<file path="src/rtl/stopwatch_pkg.sv">
// Shared types, limits and helpers for the stopwatch time datapath.
// BCD pairs are kept as {tens, ones} so one increment helper serves both fields.
package stopwatch_pkg;

  typedef enum logic [1:0] {
    ST_RUN   = 2'd0,
    ST_PAUSE = 2'd1,
    ST_ADJ   = 2'd2
  } state_t;

  localparam int DEF_DIV_RUN   = 100_000_000;
  localparam int DEF_DIV_ADJ   = 50_000_000;
  localparam int DEF_DIV_BLINK = 25_000_000;

  localparam int SEC_MAX = 59;
  localparam int MIN_MAX = 99;

  localparam logic [3:0] SEC_TENS_MAX = 4'(SEC_MAX / 10);
  localparam logic [3:0] MIN_TENS_MAX = 4'(MIN_MAX / 10);
  localparam logic [3:0] ONES_MAX     = 4'd9;

  typedef struct packed {
    logic [3:0] tens;
    logic [3:0] ones;
  } bcd_t;

  function automatic logic bcd_at_max(bcd_t v, logic [3:0] tens_max);
    return (v.tens == tens_max) && (v.ones == ONES_MAX);
  endfunction

  // Increment with wrap to 00 after tens_max/9; the carry is left to the caller.
  function automatic bcd_t bcd_inc(bcd_t v, logic [3:0] tens_max);
    bcd_t r;
    r = v;
    if (v.ones == ONES_MAX) begin
      r.ones = 4'd0;
      r.tens = (v.tens == tens_max) ? 4'd0 : v.tens + 4'd1;
    end else begin
      r.ones = v.ones + 4'd1;
    end
    return r;
  endfunction

endpackage

</file>
<file path="src/rtl/tick_gen.sv">
// Free-running prescaler: one-cycle tick on the terminal count of 0..DIV-1.
// Counts only while en, holds otherwise; clr is synchronous and wins over en.
module tick_gen #(
  parameter int DIV = 4
) (
  input  logic clk,
  input  logic rst_n,
  input  logic clr,
  input  logic en,
  output logic tick
);

  localparam int W = (DIV > 1) ? $clog2(DIV) : 1;
  localparam logic [W-1:0] LAST = W'(DIV - 1);

  logic [W-1:0] cnt_q;

  // NOTE: sequential state is assigned with <= only, so every flop samples pre-edge values.
  always_ff @(posedge clk or negedge rst_n) begin
    if (!rst_n) begin
      cnt_q <= '0;
    end else if (clr) begin
      cnt_q <= '0;
    end else if (en) begin
      cnt_q <= (cnt_q == LAST) ? '0 : cnt_q + 1'b1;
    end
  end

  assign tick = en & ~clr & (cnt_q == LAST);

endmodule

</file>
<file path="src/rtl/stopwatch_ctrl.sv">
// Stopwatch mode FSM and MM:SS BCD time counters with run, adjust and blink prescalers.
// Every output comes straight from a flop; blanking is precomputed against next state/phase.
module stopwatch_ctrl
  import stopwatch_pkg::*;
#(
  parameter int DIV_RUN   = DEF_DIV_RUN,
  parameter int DIV_ADJ   = DEF_DIV_ADJ,
  parameter int DIV_BLINK = DEF_DIV_BLINK
) (
  input  logic       clk,
  input  logic       rst_n,
  input  logic       pause_vld,
  input  logic       reset_vld,
  input  logic       adj_vld,
  input  logic       adj_sel,
  output logic [3:0] sec_ones,
  output logic [3:0] sec_tens,
  output logic [3:0] min_ones,
  output logic [3:0] min_tens,
  output logic       blank_sec,
  output logic       blank_min,
  output logic [1:0] state
);

  state_t state_q, state_d;
  bcd_t   sec_q, sec_d, min_q, min_d;
  logic   phase_q, phase_d;
  logic   blank_sec_q, blank_sec_d, blank_min_q, blank_min_d;
  logic   run_tick, adj_tick, blink_tick;
  logic   in_run, in_adj, to_adj;

  assign in_run = (state_q == ST_RUN);
  assign in_adj = (state_q == ST_ADJ);

  // Run prescaler is parked at 0 throughout ADJ so the first run tick after leaving is a full period.
  tick_gen #(.DIV(DIV_RUN)) u_run_tick (
    .clk  (clk),
    .rst_n(rst_n),
    .clr  (reset_vld | in_adj),
    .en   (in_run),
    .tick (run_tick)
  );

  tick_gen #(.DIV(DIV_ADJ)) u_adj_tick (
    .clk  (clk),
    .rst_n(rst_n),
    .clr  (~in_adj),
    .en   (in_adj),
    .tick (adj_tick)
  );

  tick_gen #(.DIV(DIV_BLINK)) u_blink_tick (
    .clk  (clk),
    .rst_n(rst_n),
    .clr  (~in_adj),
    .en   (in_adj),
    .tick (blink_tick)
  );

  // NOTE: every signal written here gets its default first, so no path can infer a latch.
  always_comb begin
    state_d = state_q;
    sec_d   = sec_q;
    min_d   = min_q;

    if (adj_vld)        state_d = ST_ADJ;
    else if (pause_vld) state_d = ST_PAUSE;
    else                state_d = ST_RUN;

    if (reset_vld) begin
      sec_d = '0;
      min_d = '0;
    end else if (run_tick) begin
      sec_d = bcd_inc(sec_q, SEC_TENS_MAX);
      if (bcd_at_max(sec_q, SEC_TENS_MAX)) min_d = bcd_inc(min_q, MIN_TENS_MAX);
    end else if (adj_tick) begin
      if (adj_sel) sec_d = bcd_inc(sec_q, SEC_TENS_MAX);
      else         min_d = bcd_inc(min_q, MIN_TENS_MAX);
    end

    to_adj      = (state_d == ST_ADJ);
    phase_d     = (in_adj && to_adj) ? (phase_q ^ blink_tick) : 1'b1;
    blank_sec_d = to_adj &  adj_sel & ~phase_d;
    blank_min_d = to_adj & ~adj_sel & ~phase_d;
  end

  always_ff @(posedge clk or negedge rst_n) begin
    if (!rst_n) begin
      state_q     <= ST_RUN;
      sec_q       <= '0;
      min_q       <= '0;
      phase_q     <= 1'b1;
      blank_sec_q <= 1'b0;
      blank_min_q <= 1'b0;
    end else begin
      state_q     <= state_d;
      sec_q       <= sec_d;
      min_q       <= min_d;
      phase_q     <= phase_d;
      blank_sec_q <= blank_sec_d;
      blank_min_q <= blank_min_d;
    end
  end

  assign sec_ones  = sec_q.ones;
  assign sec_tens  = sec_q.tens;
  assign min_ones  = min_q.ones;
  assign min_tens  = min_q.tens;
  assign blank_sec = blank_sec_q;
  assign blank_min = blank_min_q;
  assign state     = state_q;

endmodule

</file>
<file path="config.mk">
export PLATFORM = sky130hd
export DESIGN_NAME = stopwatch_ctrl
export DESIGN_NICKNAME = d
export VERILOG_FILES = /design/src/rtl/stopwatch_pkg.sv /design/src/rtl/tick_gen.sv /design/src/rtl/stopwatch_ctrl.sv
export SDC_FILE = /design/constraint.sdc
export NUM_CORES = 1
export LEC_CHECK = 0
export BUFFER_PORTS_ARGS = -buffer_cell sky130_fd_sc_hd__buf_2
export CAP_MARGIN = 10
export CORE_ASPECT_RATIO = 1.75
export CORE_MARGIN = 5
export CORE_UTILIZATION = 55
export DETAILED_ROUTE_END_ITERATION = 6
export PLACE_DENSITY = 0.78
export SLEW_MARGIN = 20
export SYNTH_ARGS = -nofsm -noshare
export SYNTH_HDL_FRONTEND = slang
export SYNTH_HIERARCHICAL = 1
export SYNTH_SLANG_ARGS = --single-unit
</file>
<file path="constraint.sdc">
create_clock -name clk -period 3.3 [get_ports clk]
set_input_delay 0.33 -clock clk [delete_from_list [all_inputs] [get_ports clk]]
set_output_delay 0.33 -clock clk [all_outputs]
set_load 0.01 [all_outputs]
</file>
---- Word level (Yosys, flattened, before mapping) ----
Index checks and enable logic that the tools add are counted.
word-level totals
  register bits ........................... 99
  logic and storage cells ................. 75
  input bits .............................. 6
operators by class
  multiplexer cells ....................... 25
  reductions and logical operators ........ 8
  equality and inequality tests ........... 11
  bitwise gates (word level) .............. 13
  add/sub/neg operators ................... 7
operator list
  cell                   number
  $mux 27                3
  $mux 8                 9
  $mux 26                2
  $mux 25                2
  $add 27x1->27 const B  1
  $eq 27x27->1 const B   1
  $add 26x1->26 const B  1
  $eq 26x26->1 const B   1
  $add 25x1->25 const B  1
  $eq 25x25->1 const B   1
  $mux 4                 6
  $add 4x1->4 const B    4
  $eq 4x4->1 const B     3
  $and 1x1->1            8
  $ne 3x2->1 const B     2
  $reduce_bool 3->1      2
  $eq 2x2->1 const B     2
  $eq 4x3->1 const B     1
  $not 1->1              3
  $reduce_and 3->1       1
  $logic_and 1x1->1      2
  $logic_not 2->1        1
  $mux 1                 2
  $mux 2                 1
  other kinds (4)        4

---- Depth between registers and ports, before layout ----
  word-level depth ........................ 7
  depth in mapped cells ................... 10
  gate-level depth less buffers ........... 9

---- Hierarchy ----
The synthesis kept the hierarchy.
modules (own cells, without submodules)
  module                   instances  area each (um^2)  seq. area each (um^2)  cells each
  tick_gen (u_adj_tick)    1          1661.6            650.6                  192
  tick_gen (u_run_tick)    1          1585.3            675.6                  177
  tick_gen (u_blink_tick)  1          1463.9            625.6                  163
  stopwatch_ctrl           1          1178.6            526.8                  120

---- Least setup slack after synthesis ----
Ideal clock, no wire load.
  path type ............................... register to register
  from .................................... register state_q[1], in the netlist state[1]
  to ...................................... register sec_q, in the netlist sec_tens[3]
  clock period less this slack ............ 3115 ps
  library setup time ...................... 95 ps
  data required time ...................... 3205 ps
  setup slack ............................. 185 ps
  buffers on the path ..................... 3
  arrival time ............................ 3020 ps
  cell stages (with the launch flop) ...... 11
  path through ............................ dfrtp_1 nor2b_1 buf_2 inv_1 buf_6 clkbuf_1 nor3_1 a211oi_2 o21bai_4 or3_1 o31ai_1
between the ends
  elaborated cells on any way between the ends .. 12
RTL lines
  what                                line                  RTL
  start, declared                     stopwatch_ctrl.sv:25  state_t state_q, state_d;
  start signal, assigned              stopwatch_ctrl.sv:96  state_q <= state_d;
  $eq 2x2->1                          stopwatch_ctrl.sv:33  assign in_adj = (state_q == ST_ADJ);
  via in_adj                          stopwatch_ctrl.sv:30  logic in_run, in_adj, to_adj;
  $and 1x1->1                         tick_gen.sv:29        assign tick = en & ~clr & (cnt_q == LAST);
  via adj_tick                        stopwatch_ctrl.sv:29  logic run_tick, adj_tick, blink_tick;
  $reduce_bool 3->1 (no source line)  --
  $reduce_and 2->1 (no source line)   --
  end signal, assigned                stopwatch_ctrl.sv:90  sec_q <= '0;
  end signal, assigned                stopwatch_ctrl.sv:97  sec_q <= sec_d;
  end, declared                       stopwatch_ctrl.sv:26  bcd_t sec_q, sec_d, min_q, min_d;
The timed path passes the listed nets, and every way through them passes these cells.
A chain may end at the register's enable or synchronous reset.

---- Worst setup path after layout ----
  from .................................... register u_adj_tick.cnt_q[10]
  to ...................................... register sec_q, in the netlist sec_tens[3]
between the ends
  cells in the longest elaborated chain, start to end .. 4
ends and longest elaborated chain
  what                                line                  RTL
  start, declared                     tick_gen.sv:16        logic [W-1:0] cnt_q;
  start signal, assigned              tick_gen.sv:25        cnt_q <= (cnt_q == LAST) ? '0 : cnt_q + 1'b1;
  $eq 26x26->1                        tick_gen.sv:29
  $and 1x1->1                         tick_gen.sv:29
  via adj_tick                        stopwatch_ctrl.sv:29
  $reduce_bool 3->1 (no source line)  --
  $reduce_and 2->1 (no source line)   --
The timed path passes the listed nets, and every way through them passes these cells.

==> reports/metrics.yaml <==
cts_htree_levels: 3
path_buf_inv: 0
synth_cell_types: 73
clock_skew_ps: 9.74
seq_area_frac_synth_pct: 42.1
critical_path.cell_chain: "or4_4 -> nor4_2 -> nand2_4 -> nor3_1 -> a211oi_2 -> o21bai_4 -> or3_1 -> o31ai_1"
dieArea_sq_mm: 0.0130
drive_gt1_share_pct: 13.8
finalSetupViolCount: 0
synthAdderAreaFrac_pct: 2.34
post-route-drc-count: 0
first_pass_iters: 6
coreArea_sq_mm: 0.0106
ys_warn_count: 6
grt_pass1_vias: 5169
die_w_um: 88.2
min_from: "adj_vld"
row_count: 50
finalCritPeriodShare_pct: 92.1
pwr-share-clk_pct: 42.9
crit_family: "simple AND/OR/NAND/NOR gates"
chipHeight_um: 147
synthToLayoutAreaGrowth_pct: 9.03
syn_nets: 669
irDropWorstVdd_v: 0.000306
worst_slew_pin_slew_ps: 1080
status: "finished, final reports clean"
p_int_w: 0.00189
p_sw_w: 0.000603
fillerInstances: 884
synth_xor_area_share_pct: 0.892
synth_edf_count: 0
drv_slew: 0
reg2reg_depth: 8
synth_seq_cells: 99
start_util_pct: 55.7
io_buffers: 25
combPwrFrac_pct: 7.1
clk_path_buf_depth: 2
drtIter0Drc: 377
final_common_cell: "dfrtp_1"
endpoint_kind: "flip-flop"
ioPinCount: 26
muxShareOfSynthArea_pct: 1.47
yosys.area.top_type: "dfrtp_1"
max_stage_delay_ps: 560
worstSetupStartpoint: "u_adj_tick/cnt_q[10]"
p_leak_nw: 2.61
gp_congestion: 0.958
pwr_density_cell_mw_per_mm2: 388
clkTransAtPathRegs_ps: 70
slew_headroom_pct: 28.0
netlist.area_leader.share_pct: 41.6
via_per_inst: 6.60
numCtsBuffers: 9
max_cap_violations: 0
rsz0062_at_grt: "no"
wl_mm: 14.1
finalNetCount: 684
fin_crit_ps: 3040
cp-start-kind: "flip-flop"
reg2reg_to: "sec_tens[3]"
setup_tns_ps: 0
antenna_found_initial: 0
synth_area_sq_mm: 0.00589
wl_per_cell_um: 17.6
slowest_stage: "or4_4"
r2r_slack_ps: 260
ant_nets: 0
layout_common_cells: "dfrtp_1 (98), nand2_1 (78), a31oi_1 (42)"
ys_async_sr_fraction_pct: 100
syn_area_per_cell_sq_um: 9.03
grt_max_degree: 57
synth-compound-area-share_pct: 19.6
netlist_instances: 652
synth-simple-area-share_pct: 29.2
vias: 5291
critical_path_class: "flip-flop to flip-flop"
track_usage_pct: 22.6
hpwl_mm: 9.99
overflow: 0
finish.utilization_pct: 60.7
hold_viol_final: 0
p_seq_share_pct: 50.1
worstReg2RegStart: "u_adj_tick/cnt_q[10]"
arrival_ps: 3290
hp-class: "input pin to flip-flop"
insertedDiodeCount: 0
timing.fmax_mhz: 329
grt_first_pass_wirelength_mm: 23.8
path_max_fanout: 9
hold_end: "state[1]"
synth_top_family_by_area: "simple AND/OR/NAND/NOR gates"
cts-root-buf: "clkbuf_16"
swShare_pct: 24.2
clock_latency_ps: 350
synthFlopType: "dfrtp_1"
yosys-top-cells-area: "dfrtp_1 (42%), nand2_1 (5.0%), a31oi_1 (4.6%)"
cp.required_ps: 3550
cts_tree: "done"
cts.sink_count: 99
hold_depth: 1
registers in the layout, indices dropped and copies added (netlist names):
name / cells
min_tens: 4
sec_ones: 4
min_ones: 4
sec_tens: 4
phase_q: 1
state: 2
u_adj_tick/cnt_q: 26
u_blink_tick/cnt_q: 25
u_run_tick/cnt_q: 27
blank_sec: 1
blank_min: 1
power by group through the flow:
| stage | Combinational, W | Sequential, W | Clock, W |
|---|---|---|---|
| final | 0.000176 | 0.00125 | 0.00107 |
| after global routing | 0.000199 | 0.00125 | 0.00114 |
| after CTS | 0.000177 | 0.00125 | 0.00109 |
| after detailed placement | 0.000174 | 0.00127 | 0 |
| after global placement | 0.000169 | 0.00127 | 0 |
| after floorplan | 0.000103 | 0.00127 | 0 |
worst register-to-register path: stages (launching register included):
cell and delay, ps:
dfrtp_1 410, or4_4 560, nor4_2 420, nand2_4 140, nor3_1 310, a211oi_2 220, o21bai_4 240, or3_1 380
o31ai_1 260
layer usage:
metal	share of wire, %	global-route usage (%)	vias up
li1	-	-	2485
met3	4.4	4.21	59
met5	0	0	-
met1	38	25.5	2569
met2	54	39.7	178
met4	3.8	10.7	0
area by class of cell:
type	count	area (sq um)	share of cell area, %
multi-input combinational	500	3170	49.3
sequential	99	2480	38.6
timing repair buffer	38	240	3.74
clock buffer	10	239	3.72
tap	130	163	2.53
inverter	19	71.3	1.11
clock inverter	6	63.8	0.994
synth_stat cells (5+ instances only):
master    count
dfrtp_1      98
nand2_1      78
a31oi_1      43
nor2_1       42
a21oi_1      40
nand3_1      40
o21ai_0      28
nor3_1       22
inv_1        19
nand4_1      19
clkbuf_1     14
nand2b_1     13
a41oi_1      11
ha_1         11
and3_1       10
buf_2         9
nor4_1        8
and4_1        7
or3_1         7
a21o_1        6
a22o_1        6
a22oi_1       6
buf_6         6
mux2_2        5
nor2b_1       5
o21ai_1       5
or2_2         5
what timing repair did:
| action | in CTS | in global routing |
|---|---|---|
| endpoints found under the hold margin | 17 | 0 |
| buffers inserted | 0 | 0 |
| gates resized for setup | 0 | 1 |
| setup endpoints to repair | 0 | 1 |
| hold buffers | 1 | 0 |
worst max path at each step:
stage	end	cells past startpoint
finish	sec_tens[3]	8
global route	sec_tens[3]	8
CTS	sec_tens[3]	8
detailed placement	sec_tens[3]	8
global placement	sec_tens[3]	8
floorplan	sec_tens[3]	10
through the flow:
| step | setup WS (ps) | cells | area [sq um] | total power [W] | hold WS (ps) |
|---|---|---|---|---|---|
| 4_1_cts | 277 | 802 | 6420 | 0.00251 | 121 |
| 3_3_place_gp | 469 | 785 | 6110 | 0.00144 | 364 |
| 6_report | 259 | 802 | 6420 | 0.00249 | 133 |
| 5_1_grt | 56.4 | 802 | 6420 | 0.00259 | 129 |
| 3_5_place_dp | 316 | 785 | 6110 | 0.00145 | 362 |
| 2_1_floorplan | 185 | 652 | 5890 | 0.00138 | 34.4 |
logic make-up after synthesis:
logic type | Yosys count
muxes | 8
and+or+nand+nor | 303
xor gates and xnor gates | 6
DFF | 99
buffers and inverters | 53
adders and majority gates | 11
AOI/OAI and AO/OA | 172
Power figures use the tool's default switching activity.
